--- src/rtl/rgb_led_sequencer_if.sv ---
// -----------------------------------------------------------------------------
// rgb_led_sequencer_if
//
// Purpose:
//   Command channel between upstream pattern logic and rgb_led_sequencer.
//   A command transfers on a rising clk edge when cmd_valid && cmd_ready.
//
// Parameters:
//   PWM_BITS   width of one channel duty value
//
// Signals:
//   cmd_valid  master -> slave  command present
//   cmd_ready  slave  -> master sequencer can take a command
//   cmd_mode   master -> slave  0 OFF, 1 SOLID, 2 BLINK, 3 CYCLE
//   cmd_duty   master -> slave  {RGB2, RGB1, RGB0} duties, PWM_BITS each
//
// Modports:
//   master  upstream command source
//   slave   the sequencer
// -----------------------------------------------------------------------------
interface rgb_led_sequencer_if #(
    parameter int PWM_BITS = 8
);
    logic                      cmd_valid;
    logic                      cmd_ready;
    logic [1:0]                cmd_mode;
    logic [3*PWM_BITS-1:0]     cmd_duty;

    modport master (
        output cmd_valid,
        output cmd_mode,
        output cmd_duty,
        input  cmd_ready
    );

    modport slave (
        input  cmd_valid,
        input  cmd_mode,
        input  cmd_duty,
        output cmd_ready
    );
endinterface

--- src/rtl/rgb_led_sequencer.sv ---
// -----------------------------------------------------------------------------
// rgb_led_sequencer
//
// Purpose:
//   Owns the three active-low RGB LED pins. A prescaler produces a PWM tick,
//   a PWM_BITS counter compares against per-channel duties, and a pattern
//   step counter advances BLINK / CYCLE patterns. Commands arrive over a
//   valid/ready channel; while running, a new command is parked in shadow
//   registers and only applied on a PWM period boundary so the pins never
//   show a truncated period.
//
// Parameters:
//   PWM_BITS    PWM counter and per-channel duty width
//   PRESCALE    PWM tick every PRESCALE+1 clocks
//   STEP_TICKS  PWM periods per pattern step (>= 1)
//
// Ports:
//   clk         system clock
//   rst         asynchronous, active-low reset
//   cmd         command channel (rgb_led_sequencer_if, slave modport)
//   busy        high whenever the sequencer is not idle
//   step_pulse  one-cycle pulse on each pattern step boundary
//   RGB0..RGB2  registered LED drives, active-low (0 = lit)
//
// Optional feature:
//   RGB_LED_SEQ_GAMMA_EN  when defined, each duty is squared and the upper
//                         PWM_BITS bits are used as the effective duty,
//                         giving a rough perceptual gamma curve.
// -----------------------------------------------------------------------------
module rgb_led_sequencer #(
    parameter int PWM_BITS   = 8,
    parameter int PRESCALE   = 47,
    parameter int STEP_TICKS = 1000
) (
    input  logic                  clk,
    input  logic                  rst,
    rgb_led_sequencer_if.slave    cmd,
    output logic                  busy,
    output logic                  step_pulse,
    output logic                  RGB0,
    output logic                  RGB1,
    output logic                  RGB2
);

    // A zero-width counter is not legal, so degenerate settings keep one bit.
    localparam int PRE_W  = (PRESCALE > 0)   ? $clog2(PRESCALE + 1) : 1;
    localparam int STEP_W = (STEP_TICKS > 1) ? $clog2(STEP_TICKS)   : 1;

    localparam logic [PRE_W-1:0]  PRE_MAX  = PRE_W'(PRESCALE);
    localparam logic [STEP_W-1:0] STEP_MAX = STEP_W'(STEP_TICKS - 1);

    typedef enum logic [1:0] {
        IDLE = 2'd0,
        RUN  = 2'd1,
        PEND = 2'd2
    } state_t;

    typedef enum logic [1:0] {
        MODE_OFF   = 2'd0,
        MODE_SOLID = 2'd1,
        MODE_BLINK = 2'd2,
        MODE_CYCLE = 2'd3
    } mode_t;

    state_t                  state;
    mode_t                   act_mode;
    mode_t                   shd_mode;
    mode_t                   cmd_mode_in;
    logic [3*PWM_BITS-1:0]   act_duty;
    logic [3*PWM_BITS-1:0]   shd_duty;
    logic [PRE_W-1:0]        pre_cnt;
    logic [PWM_BITS-1:0]     pwm_cnt;
    logic [STEP_W-1:0]       step_cnt;
    logic                    phase;
    logic [1:0]              chan_idx;
    logic                    ready_q;

    logic                    running;
    logic                    pwm_tick;
    logic                    period_end;
    logic                    step_last;
    logic                    accept;
    logic [2:0][PWM_BITS-1:0] duty_eff;
    logic [2:0]              lit;
    logic [2:0]              chan_en;
    logic [2:0]              drive;

    assign cmd.cmd_ready = ready_q;
    assign cmd_mode_in   = mode_t'(cmd.cmd_mode);
    assign accept        = cmd.cmd_valid && ready_q;

    // The time base only runs while a pattern is active; in IDLE every
    // counter sits at zero, so the tick must be gated or PRESCALE=0 would
    // fire it continuously.
    assign running    = (state != IDLE);
    assign pwm_tick   = running && (pre_cnt == PRE_MAX);
    assign period_end = pwm_tick && (&pwm_cnt);
    assign step_last  = (step_cnt == STEP_MAX);
    assign step_pulse = period_end && step_last;

    // Effective duty per channel, always derived from the active registers
    // so a pending command cannot disturb the period in progress.
    for (genvar ch = 0; ch < 3; ch++) begin : g_duty
        logic [PWM_BITS-1:0] duty_raw;
        assign duty_raw = act_duty[ch*PWM_BITS +: PWM_BITS];
`ifdef RGB_LED_SEQ_GAMMA_EN
        logic [2*PWM_BITS-1:0] duty_sq;
        assign duty_sq      = {{PWM_BITS{1'b0}}, duty_raw} * {{PWM_BITS{1'b0}}, duty_raw};
        assign duty_eff[ch] = duty_sq[2*PWM_BITS-1:PWM_BITS];
`else
        assign duty_eff[ch] = duty_raw;
`endif
        assign lit[ch] = (duty_eff[ch] > pwm_cnt);
    end

    // Which channels the current pattern is allowed to light.
    always_comb begin
        chan_en = 3'b000;
        case (act_mode)
            MODE_SOLID: chan_en = 3'b111;
            MODE_BLINK: chan_en = {3{phase}};
            MODE_CYCLE: chan_en = 3'b001 << chan_idx;
            default:    chan_en = 3'b000;
        endcase
    end

    assign drive = lit & chan_en;

    // Control FSM, time base and pin registers together. Pins are registered
    // from the current compare, so they trail pwm_cnt / active regs by one
    // clock. In PEND the shadow command is swapped in on period_end; the
    // prescaler and PWM counter wrap to zero on that same edge by themselves.
    always_ff @(posedge clk or negedge rst) begin
        if (!rst) begin
            state    <= IDLE;
            act_mode <= MODE_OFF;
            shd_mode <= MODE_OFF;
            act_duty <= '0;
            shd_duty <= '0;
            pre_cnt  <= '0;
            pwm_cnt  <= '0;
            step_cnt <= '0;
            phase    <= 1'b1;
            chan_idx <= 2'd0;
            ready_q  <= 1'b1;
            busy     <= 1'b0;
            RGB0     <= 1'b1;
            RGB1     <= 1'b1;
            RGB2     <= 1'b1;
        end else begin
            if (state == IDLE) begin
                {RGB2, RGB1, RGB0} <= 3'b111;
            end else begin
                {RGB2, RGB1, RGB0} <= ~drive;
            end

            if (running) begin
                if (pwm_tick) begin
                    pre_cnt <= '0;
                    pwm_cnt <= pwm_cnt + 1'b1;
                end else begin
                    pre_cnt <= pre_cnt + 1'b1;
                end
                if (period_end) begin
                    step_cnt <= step_last ? '0 : step_cnt + 1'b1;
                end
                if (step_pulse) begin
                    phase    <= ~phase;
                    chan_idx <= (chan_idx == 2'd2) ? 2'd0 : chan_idx + 2'd1;
                end
            end

            case (state)
                IDLE: begin
                    ready_q <= 1'b1;
                    if (accept && (cmd_mode_in != MODE_OFF)) begin
                        act_mode <= cmd_mode_in;
                        act_duty <= cmd.cmd_duty;
                        pre_cnt  <= '0;
                        pwm_cnt  <= '0;
                        step_cnt <= '0;
                        phase    <= 1'b1;
                        chan_idx <= 2'd0;
                        busy     <= 1'b1;
                        state    <= RUN;
                    end
                end

                RUN: begin
                    if (accept) begin
                        shd_mode <= cmd_mode_in;
                        shd_duty <= cmd.cmd_duty;
                        ready_q  <= 1'b0;
                        state    <= PEND;
                    end
                end

                PEND: begin
                    if (period_end) begin
                        act_mode <= shd_mode;
                        act_duty <= shd_duty;
                        step_cnt <= '0;
                        phase    <= 1'b1;
                        chan_idx <= 2'd0;
                        ready_q  <= 1'b1;
                        if (shd_mode == MODE_OFF) begin
                            pre_cnt <= '0;
                            pwm_cnt <= '0;
                            busy    <= 1'b0;
                            state   <= IDLE;
                        end else begin
                            state   <= RUN;
                        end
                    end
                end

                default: begin
                    ready_q <= 1'b1;
                    busy    <= 1'b0;
                    state   <= IDLE;
                end
            endcase
        end
    end

endmodule
--- src/flat_wrapper.sv ---
// flat-port wrapper written by rule: the top's interface ports become plain ports
module rgb_led_sequencer_flat 
#(
    parameter int PWM_BITS   = 8,
    parameter int PRESCALE   = 47,
    parameter int STEP_TICKS = 1000
)
  (clk, rst, busy, step_pulse, RGB0, RGB1, RGB2, cmd_cmd_valid, cmd_cmd_mode, cmd_cmd_duty, cmd_cmd_ready);
  rgb_led_sequencer_if #(.PWM_BITS(PWM_BITS)) cmd_i ();
  input  logic clk;
  input  logic rst;
  output logic busy;
  output logic step_pulse;
  output logic RGB0;
  output logic RGB1;
  output logic RGB2;
  input wire logic [$bits(cmd_i.cmd_valid)-1:0] cmd_cmd_valid;
  input wire logic [$bits(cmd_i.cmd_mode)-1:0] cmd_cmd_mode;
  input wire logic [$bits(cmd_i.cmd_duty)-1:0] cmd_cmd_duty;
  output wire logic [$bits(cmd_i.cmd_ready)-1:0] cmd_cmd_ready;
  assign cmd_i.cmd_valid = cmd_cmd_valid;
  assign cmd_i.cmd_mode = cmd_cmd_mode;
  assign cmd_i.cmd_duty = cmd_cmd_duty;
  assign cmd_cmd_ready = cmd_i.cmd_ready;
  rgb_led_sequencer #(.PWM_BITS(PWM_BITS), .PRESCALE(PRESCALE), .STEP_TICKS(STEP_TICKS)) u_core (.clk(clk), .rst(rst), .cmd(cmd_i), .busy(busy), .step_pulse(step_pulse), .RGB0(RGB0), .RGB1(RGB1), .RGB2(RGB2));
endmodule
--- config.mk ---
export PLATFORM = sky130hd
export DESIGN_NAME = rgb_led_sequencer_flat
export DESIGN_NICKNAME = d
export VERILOG_FILES = /design/src/rtl/rgb_led_sequencer_if.sv /design/src/rtl/rgb_led_sequencer.sv /design/src/flat_wrapper.sv
export SDC_FILE = /design/constraint.sdc
export NUM_CORES = 1
export LEC_CHECK = 0
export ABC_AREA = 1
export CAP_MARGIN = 20
export CORE_MARGIN = 4
export CORE_UTILIZATION = 60
export CTS_BUF_LIST = sky130_fd_sc_hd__clkbuf_8
export DETAILED_ROUTE_END_ITERATION = 16
export GPL_TIMING_DRIVEN = 0
export PLACE_DENSITY_LB_ADDON = 0.08
export SYNTH_ARGS = -nofsm -noshare
export SYNTH_HDL_FRONTEND = slang
export SYNTH_SLANG_ARGS = --single-unit
--- constraint.sdc ---
create_clock -name clk -period 1.9 [get_ports clk]
set_input_delay 0.38 -clock clk [delete_from_list [all_inputs] [get_ports clk]]
set_output_delay 0.38 -clock clk [all_outputs]
set_load 0.005 [all_outputs]
==> summary.txt <==
Root buf cell - clkbuf_8
Setup Viol. Count Final - 1
Iter 0 DRT Violations - 221
Ratio of cells with drive above 1 in the final layout - 12.3%
Worst Setup End Kind - output pin
Cells after synthesis - 658
WP data required - 1.52 ns
GRT Overall Usage - 25.4%
Num CTS Buffers - 9
Pwr dens - 1290 nW/um2
CTS max path bufs - 2
RSZ-0062 raised after global routing - true
Leakage power - 3.02 nW
Final GP Congestion - 0.923
Area growth syn-to-layout - 21.0%
Status - finished with violations
# port buffers - 34
Hold Slack - 0.450 ns
Vias per cell - 5.38
Highest clock rate - 481 MHz
I/O pin cnt - 35
Dpl hpwl - 8320 um
Final worst path period share - 110%
Vias in the first global route - 4286
#FFs+latches synth - 86
Synth Cell Area - 4930 um2
Syn Nets - 715
Placed cell count - 795
Worst-Skew Late Latency - 0.36 ns
Yosys warns - 0
Crit Path Max Fanout - 2
Fillers - 606
Die Width - 98.6 um
Relative slew margins - 55.0%
Mapped Avg Cell Area - 7.49 um2
Die area - 9730 um2
Hold Fails Final Rpt - 0
Max cap viols - 0
Crit path time final - 2.08 ns
CORE AREA - 7850 um2
Clock H-tree levels - 3
Final max-slew violation count - 0
Slew @ Worst Pin - 0.673 ns
Vias - 4473
ANT nets after route - 0
Non-filler cells, final - 832
CTS tree - built
CP Launch Type - flop
Drt first pass iters - 6
Post-synthesis sequential area ratio - 43.8%
Height of the die - 98.6 um
Max VDD drop - 0.870 mV
Worst EP arrival - 1.70 ns
Worst Hold Class - in -> async
Largest net degree at the start of global routing - 67
Rows - 32
Setup ws final - -0.181 ns
Yosys cell types - 30
Initial Util - 62.8%
Remaining Overflow, GRT - 0
Setup CP Type - reg -> out
Register clock-pin slew on the reported worst setup and hold paths - 0.09 ns
Failing checks - setup timing
Skew final - 0.0138 ns
Setup_tns - -0.181 ns
Initial antenna violation count - 0
Overall power - 7.72 mW
Util after Layout - 76.0%
Number of remaining DRC errors - 0
CTS sink count - 86
Final nets - 782
Inserted Diodes - 0
Routed WL - 11900 um
Routed length per instance - 14.3 um
Global-route wire length before repair - 20200 um
placed cells by master, fill, tap and decap left out, types with 7 or more instances in the layout:
master,synthesis,layout
nand2_1,210,205
dfrtp_1,81,79
inv_1,77,77
nor2_1,64,60
o21ai_0,46,46
a21oi_1,39,38
clkdlybuf4s50_1,0,32
ha_1,28,26
nand3_1,27,24
buf_4,2,16
nor3_1,11,11
buf_6,1,11
clkbuf_1,11,10
xor2_1,9,9
clkbuf_8,0,9
nand4_1,7,7
layout make-up:
class / count / area [um2] / area share (%)
tap: 102 / 128 / 2.14
clock inverter: 7 / 120 / 2.01
inverter: 83 / 314 / 5.27
clock buffer: 9 / 124 / 2.08
sequential: 86 / 2160 / 36.2
multi-input combinational: 470 / 2460 / 41.2
buffer: 18 / 97.6 / 1.64
timing repair buffer: 57 / 562 / 9.42
worst max-delay path, cell delays in order (launching register included):
cell and delay (ns):
dfrtp_1 0.41, ha_4 0.16, nand3_4 0.09, nor2_4 0.13, nand2_4 0.07, nor2_4 0.10, nand3_2 0.11, nor2_2 0.13
buf_2 0.13
path summary, 6_finish.rpt:
path | cells past startpoint | start | slack [ns] | endpoint
worst max-delay path | 8 | u_core.pre_cnt[1] | -0.18 | step_pulse
worst min-delay path | 2 | rst | 0.45 | u_core.pre_cnt[1]
worst max register to register | 14 | u_core.pre_cnt[1] | 0.01 | u_core.step_cnt[1]
worst min register to register | 2 | u_core.act_duty[17] | 0.49 | u_core.act_duty[17]
max in group asynchronous | 3 | rst | 0.79 | u_core.RGB2
min in group clk | 2 | u_core.act_duty[17] | 0.49 | u_core.act_duty[17]
state kept, by name (all words and copies together), names as in the netlist:
name and flops:
u_core.act_duty 24, u_core.shd_duty 24, u_core.step_cnt 10, u_core.pwm_cnt 8, u_core.pre_cnt 6, u_core.act_mode 2, u_core.chan_idx 2, u_core.shd_mode 2
u_core.state 2, u_core.RGB0 1, u_core.RGB1 1, u_core.RGB2 1, u_core.busy 1, u_core.cmd.cmd_ready 1, u_core.phase 1
cell families (layout without fill, tap and decap cells):
logic type	count (synthesis)	count (layout)	synth area share [%]
AND/OR/NAND/NOR	333	333	28.7
XOR/XNOR	10	10	1.78
flip-flops	86	86	43.8
adder cells (fa/ha/maj)	28	28	7.11
buffers and inverters	102	174	8.20
AO/OA/AOI/OAI	99	99	10.5
metal layers:
metal	up-vias	track usage, %	wire length, um	part of all wire, %
met5	-	0	0	0
met4	0	11.9	327	2.7
met3	28	3.11	524	4.4
met2	135	42.4	5920	50
met1	2097	33.1	5130	43
li1	2213	-	-	-
synthesized netlist by cell type:
cell type / number / area [um2]
nand2_4: 4 / 45.0
nand4_4: 1 / 21.3
dfstp_2: 5 / 131
nand3b_1: 1 / 7.51
dfrtp_1: 81 / 2030
nor3_1: 11 / 55.1
clkbuf_1: 11 / 41.3
o21a_1: 2 / 15.0
nand3_1: 27 / 135
a211oi_1: 3 / 22.5
o211ai_1: 2 / 15.0
xor2_1: 9 / 78.8
nor2_4: 4 / 45.0
xnor2_1: 1 / 8.76
a21oi_1: 39 / 195
a31oi_1: 1 / 6.26
inv_1: 77 / 289
ha_1: 28 / 350
buf_2: 5 / 25.0
o22ai_1: 1 / 6.26
nor2_2: 2 / 12.5
nor2_1: 64 / 240
nor3_2: 2 / 20.0
buf_4: 2 / 15.0
o21ai_1: 5 / 25.0
o21ai_0: 46 / 230
buf_6: 1 / 11.3
nand2_1: 210 / 788
nand4_1: 7 / 43.8
inv_2: 6 / 22.5
what timing repair did:
| item | CTS | global route |
|---|---|---|
| endpoints found under the setup margin | 37 | 45 |
| resized for setup | 21 | 24 |
| hold buffers | 1 | 0 |
| pin swaps | 7 | 8 |
| buffers inserted | 21 | 4 |
| hold endpoints to repair | 18 | 0 |
power by group:
group          total [mW]  switching [mW]  internal, mW
logic                3.35            2.07          1.27
registers            2.80           0.332          2.47
clock network        1.57           0.691         0.878
total                7.72            3.10          4.62
per-stage QoR:
step                cell area [um2]  worst slack (ns)
global placement               5400             -2.60
floorplan                      4930             0.186
CTS                            5890            -0.220
finish                         5960            -0.181
detailed placement             5420            -0.566
global route                   5960            -0.248
No activity file was read; power rests on OpenSTA's default activity.
